==> config.mk <==
export PLATFORM = sky130hd
export DESIGN_NAME = mantissa_align_shifter
export DESIGN_NICKNAME = d
export VERILOG_FILES = /design/src/rtl/mantissa_align_shifter.sv
export SDC_FILE = /design/constraint.sdc
export NUM_CORES = 1
export LEC_CHECK = 0
export BUFFER_PORTS_ARGS = -buffer_cell sky130_fd_sc_hd__buf_2
export CAP_MARGIN = 10
export CELL_PAD_IN_SITES_DETAIL_PLACEMENT = 0
export CELL_PAD_IN_SITES_GLOBAL_PLACEMENT = 1
export CORE_MARGIN = 4
export CORE_UTILIZATION = 32
export DETAILED_ROUTE_END_ITERATION = 8
export GPL_TIMING_DRIVEN = 0
export MAX_ROUTING_LAYER = met4
export PLACE_DENSITY_LB_ADDON = 0.3
export SETUP_SLACK_MARGIN = 0.1
export SLEW_MARGIN = 20
export SYNTH_ARGS = -nofsm -noshare
export SYNTH_HDL_FRONTEND = slang
export SYNTH_SLANG_ARGS = --single-unit
==> constraint.sdc <==
create_clock -name clk -period 1.4 [get_ports clk]
set_input_delay 0.14 -clock clk [delete_from_list [all_inputs] [get_ports clk]]
set_output_delay 0.14 -clock clk [all_outputs]
set_load 0.03 [all_outputs]
==> src/rtl/mantissa_align_shifter.sv <==
// Iterative right-shift alignment of an 11-bit half-precision significand.
// Optional guard/round/sticky generation is enabled by defining ALIGN_GRS_EN.
module mantissa_align_shifter #(
    parameter int unsigned MAX_STEP  = 2,
    parameter int unsigned SHAMT_CAP = 13
) (
    input  logic        clk,
    input  logic        reset,
    input  logic        in_valid,
    output logic        in_ready,
    input  logic [10:0] in_mant,
    input  logic [4:0]  in_shamt,
    output logic        out_valid,
    input  logic        out_ready,
    output logic [10:0] out_mant,
    output logic        out_guard,
    output logic        out_round,
    output logic        out_sticky
);

`ifdef ALIGN_GRS_EN
    localparam int unsigned DW  = 13;
    localparam int unsigned CAP = SHAMT_CAP;
`else
    localparam int unsigned DW  = 11;
    localparam int unsigned CAP = 11;
`endif

    typedef enum logic [1:0] {
        IDLE,
        SHIFT,
        DONE
    } state_t;

    state_t          state_q, state_d;
    logic [DW-1:0]   data_q, data_d;
    logic [3:0]      rem_q, rem_d;
    logic [4:0]      shamt_eff;
    logic [3:0]      step;
`ifdef ALIGN_GRS_EN
    logic            sticky_q, sticky_d;
    logic            shifted_out;
`endif

    always_ff @(posedge clk) begin
        if (reset) begin
            state_q  <= IDLE;
            data_q   <= '0;
            rem_q    <= '0;
`ifdef ALIGN_GRS_EN
            sticky_q <= 1'b0;
`endif
        end else begin
            state_q  <= state_d;
            data_q   <= data_d;
            rem_q    <= rem_d;
`ifdef ALIGN_GRS_EN
            sticky_q <= sticky_d;
`endif
        end
    end

    // Saturate the exponent difference; anything past the cap only feeds sticky.
    always_comb begin
        shamt_eff = in_shamt;
        if ({27'b0, in_shamt} > CAP) begin
            shamt_eff = 5'(CAP);
        end
        step = rem_q;
        if ({28'b0, rem_q} > MAX_STEP) begin
            step = 4'(MAX_STEP);
        end
    end

`ifdef ALIGN_GRS_EN
    always_comb begin
        shifted_out = 1'b0;
        for (int unsigned i = 0; i < MAX_STEP; i++) begin
            if (i < {28'b0, step}) begin
                shifted_out = shifted_out | data_q[i];
            end
        end
    end
`endif

    always_comb begin
        state_d  = state_q;
        data_d   = data_q;
        rem_d    = rem_q;
`ifdef ALIGN_GRS_EN
        sticky_d = sticky_q;
`endif
        case (state_q)
            IDLE: begin
                if (in_valid) begin
`ifdef ALIGN_GRS_EN
                    data_d   = {in_mant, 2'b00};
                    sticky_d = 1'b0;
`else
                    data_d   = in_mant;
`endif
                    rem_d    = shamt_eff[3:0];
                    state_d  = (shamt_eff == 5'd0) ? DONE : SHIFT;
                end
            end
            SHIFT: begin
                data_d = data_q >> step;
                rem_d  = rem_q - step;
`ifdef ALIGN_GRS_EN
                sticky_d = sticky_q | shifted_out;
`endif
                if (rem_q == step) begin
                    state_d = DONE;
                end
            end
            DONE: begin
                if (out_ready) begin
                    state_d = IDLE;
                end
            end
            default: state_d = IDLE;
        endcase
    end

    always_comb begin
        in_ready   = (state_q == IDLE);
        out_valid  = (state_q == DONE);
        out_mant   = '0;
        out_guard  = 1'b0;
        out_round  = 1'b0;
        out_sticky = 1'b0;
        if (state_q == DONE) begin
`ifdef ALIGN_GRS_EN
            out_mant   = data_q[12:2];
            out_guard  = data_q[1];
            out_round  = data_q[0];
            out_sticky = sticky_q;
`else
            out_mant   = data_q;
`endif
        end
    end

endmodule
Word-level counts from Yosys, hierarchy flattened
Index checks and enable logic that the tools add are counted.

storage, ports and cells
  flip-flop bits (word level) = 17
  word-level logic and storage cells = 30
  input bits = 20

operators by class
  shifts and indexed selects = 1
  multiplexer cells = 12
  $add $sub $neg = 1
  reduce and logical (&&, ||, !) cells = 5
  equality and inequality tests = 6
  order comparisons = 2

operator list
  kind                                                    number
  2-to-1 mux 11 bit                                       2
  case mux 11 bit (2 select lines)                        1
  >> shifter 11 x 4 -> 11 bit                             1
  2-to-1 mux 2 bit                                        4
  2-to-1 mux 4 bit                                        2
  case mux 4 bit (2 select lines)                         1
  case mux 2 bit (3 select lines)                         1
  > comparator 5 x 4 -> 1 bit (second input constant)     1
  logical NOT 5 bit                                       1
  2-to-1 mux 5 bit                                        1
  == test 4 bit                                           1
  > comparator 4 x 2 -> 1 bit (second input constant)     1
  inequality test 2 bit (second input constant)           2
  subtractor 4 bit                                        1
  AND reduction 3 bit                                     1
  == test 2 x 1 -> 1 bit (second input constant)          1
  == test 2 bit (second input constant)                   1
  logical NOT 2 bit                                       1
  inequality test 2 x 1 -> 1 bit (second input constant)  1
  AND reduction 2 bit                                     1
  nonzero test 2 bit                                      1

Longest topological paths before layout
  depth in word-level cells = 6
  mapped depth = 6
  gate-level depth less buffers = 5

Worst setup path before layout
No wires, ideal clock.

  kind = reg2out
  start point = reg state_q[1]
  end point = out out_mant[1]
  setup slack = -0.179 ns
  cell stages (with the launch flop) = 5
  arrival = 1.439 ns
  required time = 1.260 ns
  buffers on the path = 2
  cells stage by stage = dfxtp_1 -> buf_2 -> nor2b_1 -> clkbuf_1 -> and2_1

on the way
  word-level cells in the longest chain between the ends = 2

ends and longest elaborated chain
  element                 line  RTL
  from (decl)             35    state_t state_q, state_d;
  from (signal assigned)  54    state_q <= state_d;
  == test 2 bit           --
  named net out_valid     13    output logic out_valid,
  2-to-1 mux 11 bit       132   if (state_q == DONE) begin
  to (decl)               15    output logic [10:0] out_mant,

The timed path passes the listed nets, and every way through them passes these cells.

Worst setup path after layout
  start point = reg rem_q[3]
  end point = reg data_q[10]

on the way
  word-level cells in the longest chain between the ends = 4

ends and longest elaborated chain
  element                             line  RTL
  from (decl)                         37    logic [3:0] rem_q, rem_d;
  from (signal assigned)              56    rem_q <= rem_d;
  > comparator 4 x 2 -> 1 bit         70    if ({28'b0, rem_q} > MAX_STEP) begin
  2-to-1 mux 4 bit *                  70
  >> shifter 11 x 4 -> 11 bit *       107   data_d = data_q >> step;
  case mux 11 bit (2 select lines) *  93    case (state_q)
  to (signal assigned)                55    data_q <= data_d;
  to (decl)                           36    logic [DW-1:0] data_q, data_d;

Mark *: on every way between the ends. The rest lies on a longest branch, timed or not.
A chain may end at the register's enable or synchronous reset.

==> results.txt <==
* Path type of the worst setup path: flip-flop to flip-flop
* Biggest area contributors in the synthesized netlist: sky130_fd_sc_hd__dfxtp_1 28%, sky130_fd_sc_hd__mux2_2 7.5%, sky130_fd_sc_hd__and2_1 6.3%
- Each instance of the synthesized netlist takes up on average 7.63 um2.
- STA classifies the critical path startpoint as a flip-flop.
* Global-route wire length before repair: around 6000 um
- Total placed instance area: 1440 um2
- Sequential cells account for 38.1% of the total power.
- The floorplan step defined a core boundary enclosing 3470 um2.
* Fraction of the mapped netlist area in compound gates: between 20% and 30%
- Drt initial violations: between 80 and 90
* TritonCTS clock tree: done
- GRT Total Usage: 15.7%
- The clock arrives with 2.01 ps of skew.
- Depth of the CTS H-tree: 1
* Sequential element share of the synthesized area: 28.4%
- Sorting the synthesized cells by how often they occur yields 18 x sky130_fd_sc_hd__nor2_1, 17 x sky130_fd_sc_hd__dfxtp_1, 13 x sky130_fd_sc_hd__a21oi_1, 12 x sky130_fd_sc_hd__and2_1, 12 x sky130_fd_sc_hd__o21ai_0.
- Remaining routing DRC violations: 0
- Netlist Area Pre-Place: approximately 1200 um2
- Clock Sinks: 17
- Counting tap cells, the placed design contains a total of around 240 instances.
- Internal power consumption: around 1.0 mW
- Fraction of registers with async set/reset: 0%
- After clock tree synthesis, the clock-pin slew on the worst setup and hold paths is 70 ps.
- In this run, distinct cell masters in the synthesized netlist total 38.
* Data required time at the worst endpoint: 1590 ps
- Final period util: 106%
* Final core utilization: 51.3%
- Buffer type at the clock tree root: sky130_fd_sc_hd__clkbuf_8
* Die extent in y: 69.2 um
- Synthesis-to-finish area growth: 48.6%
- After Yosys synthesis, and, or, nand and nor cells account for 27.5% of the synthesized area.
* Maximum fanout count along the critical path: 6
- Fill cells in the final layout number 329.
- Leakage component of the power: 0.765 nW
* Port bufs: 31
- The synthesized design contains 17 register bits.
- The clock passes through at most 2 buffers.
* Largest net degree at the start of global routing: 11
* Yosys top cell area share: 28.4%
- Source of the worst register-to-register timing path: rem_q[3]
- The worst-case IR drop observed on VDD is 0.000640 V.
* Half-perimeter wire length after placement: 2400 um
- Setup violations remaining at the end of the flow were counted as 17.
* Die Footprint: 4780 um2
- STA classifies the critical path endpoint as a flip-flop.
- Width of the chip: 69.2 um
- After synthesis, the largest family of logic cells by area is simple AND/OR/NAND/NOR gates.
* Via count of the first global-routing pass: 1224
* Worst setup path startpoint: rem_q[3]
- Final Non-Filler Cells: 253
* Detail-routed via count per cell: 5.10
- Routability-driven placement congestion ratio: 0.895
* Xor-xnor portion of the synthesized cell area: 0%
* Unrepaired setup endpoints after global routing: true
- Total wire length after detailed routing: 3620 um
- In the synthesized netlist, mux cells make up ~7.5% of the area.
- The first detailed-routing pass ran for 4 iterations.
* Final max-slew violation count: 0
- The tool flagged a number of max-cap violations equal to 0.
- Number of nets with antenna violations after routing: 0
- The later pin in the worst-skew pair is clocked with a latency of 260 ps.
- Clock buffer count from CTS: 3
* Final hold violation count: 0
- The most used flip-flop cell after synthesis is sky130_fd_sc_hd__dfxtp_1.
- Once the floorplan was initialized, standard cells occupied between 30% and 40% of the core.
* Failing checks: setup timing
- For the pin with the worst max-slew slack, the measured transition is 564 ps.
- During I/O placement, the number of pins put on the boundary was 36.
- The worst hold path begins at out_ready.
- Total global routing overflow: 0
- Summing all non-filler instances in the final layout gives an area of between 1500 and 2000 um2.
- Part of the total power dissipated in the clock network: 24.4%
- Worst hold path type: input port to flip-flop
- Area leader, netlist: sky130_fd_sc_hd__dfxtp_1
- sky130_fd_sc_hd__nor2_1 is the most common cell in the netlist.
- After floorplanning, the core was divided into 21 placement rows.
* Final net count: about 230
* Slew headroom: 62.4%
- Pre-CTS setup slack: -223 ps
- Cells with a size suffix above 1 make up 46.4% of the layout.
- Post-synth EDFFs: 0
- Fin worst setup slack: -91.0 ps
- Comb pwr share: 37.5%
- Worst hold margin: approximately 140 ps
* Synth warn: 0
- Upper clock frequency limit: 671 MHz
* Outcome: finished with violations
- Dividing the detail-routed wire length by the instance count gives 14.3 um.
- The smallest clock period supported by the final layout is computed as between 1000 and 1500 ps.
* Count of mapped cells out of synthesis: 157
* Ant. Diodes: 0
* Cell Pwr Density: 893 nW/um2
* Number of vias in the routed layout: ~1.3k
- Switching power total: around 550 uW
- The number of antenna violations at the first check in global routing came to 0.
- Data on the critical path arrives at its endpoint at 1680 ps.
- Switching power share of the total: between 30% and 40%
- The synthesized netlist devotes under 10% of its cell area to adder and majority cells.
==> worst max-delay path, cell delays in order, from the launching register on <==
cell                       delay [ps]
sky130_fd_sc_hd__dfxtp_2          350
sky130_fd_sc_hd__or3_4            380
sky130_fd_sc_hd__buf_6            150
sky130_fd_sc_hd__o31a_1           280
sky130_fd_sc_hd__nand2b_4         150
sky130_fd_sc_hd__a21oi_2          120
==> logic make-up (layout without fill, tap and decap cells) <==
kind of cell    after synthesis  count (layout)
mux                           8               8
fa+ha+maj                     1               1
flops                        17              17
compound gates               49              49
simple gates                 59              60
other cells                   2               4
buf+inv                      21              68
==> sequential cells by signal, summed over array words and instances (netlist names) <==
signal,cells
data_q,11
rem_q,4
state_q,2
==> metal layers <==
metal | share of wire, % | global-route usage [%]
met5 | 0 | -
met4 | 0.61 | 4.12
met3 | 5.2 | 3.62
met2 | 48 | 25.7
met1 | 46 | 19.5
==> final timing paths <==
| check | end | cells after the start | slack (ps) |
|---|---|---|---|
| setup / recovery | data_q[10] | 5 | -90 |
| hold / removal | state_q[1] | 3 | 140 |
| setup reg to reg | data_q[10] | 5 | -90 |
| hold reg to reg | data_q[0] | 2 | 500 |
==> layout make-up <==
| class | instances | area [um2] | share of cell area [%] |
|---|---|---|---|
| inverters | 8 | 33.8 | 1.90 |
| repair buffers | 43 | 334 | 18.8 |
| multi-input cells | 122 | 850 | 47.7 |
| flip-flops and latches | 17 | 347 | 19.5 |
| plain buffers | 13 | 113 | 6.33 |
| clock buffers | 4 | 45.0 | 2.53 |
| well taps | 46 | 57.6 | 3.23 |
==> layout by cell type, fill, tap and decap left out, types with 2 or more instances in the layout <==
| cell type | instances |
|---|---|
| sky130_fd_sc_hd__nor2b_1 | 7 |
| sky130_fd_sc_hd__nand2_1 | 7 |
| sky130_fd_sc_hd__buf_6 | 17 |
| sky130_fd_sc_hd__dfxtp_1 | 12 |
| sky130_fd_sc_hd__o21ai_0 | 10 |
| sky130_fd_sc_hd__buf_8 | 2 |
| sky130_fd_sc_hd__dfxtp_2 | 5 |
| sky130_fd_sc_hd__a31oi_1 | 2 |
| sky130_fd_sc_hd__o21ai_1 | 2 |
| sky130_fd_sc_hd__a21oi_1 | 12 |
| sky130_fd_sc_hd__conb_1 | 4 |
| sky130_fd_sc_hd__a21oi_2 | 2 |
| sky130_fd_sc_hd__mux2_2 | 8 |
| sky130_fd_sc_hd__buf_4 | 14 |
| sky130_fd_sc_hd__clkbuf_8 | 4 |
| sky130_fd_sc_hd__a311oi_1 | 2 |
| sky130_fd_sc_hd__and2_4 | 12 |
| sky130_fd_sc_hd__buf_2 | 18 |
| sky130_fd_sc_hd__a211oi_1 | 8 |
| sky130_fd_sc_hd__inv_1 | 7 |
| sky130_fd_sc_hd__nand3_1 | 6 |
| sky130_fd_sc_hd__clkbuf_1 | 3 |
| sky130_fd_sc_hd__nor2b_4 | 2 |
| sky130_fd_sc_hd__nor2_1 | 17 |
==> power by group through the flow <==
stage	Clock (mW)	Combinational [mW]	Sequential (mW)
floorplan	0	0.350	0.588
global placement	0	0.455	0.604
detailed placement	0	0.456	0.607
CTS	0.394	0.557	0.601
global route	0.418	0.648	0.615
finish	0.388	0.596	0.605
==> per-stage QoR <==
step                      TNS, ps  power (mW)
final                       -1040        1.59
after global routing        -2530        1.68
after CTS                    -951        1.55
after detailed placement    -1890        1.06
after global placement      -1840        1.06
after floorplan             -12.8       0.938
==> timing repair <==
item,in CTS,in global routing
cloned,2,0
hold buffers,0,0
buffers inserted,8,3
resized for setup,55,12
setup endpoints to repair,30,28
pin swaps,5,3
(Power assumes the default switching activity.)
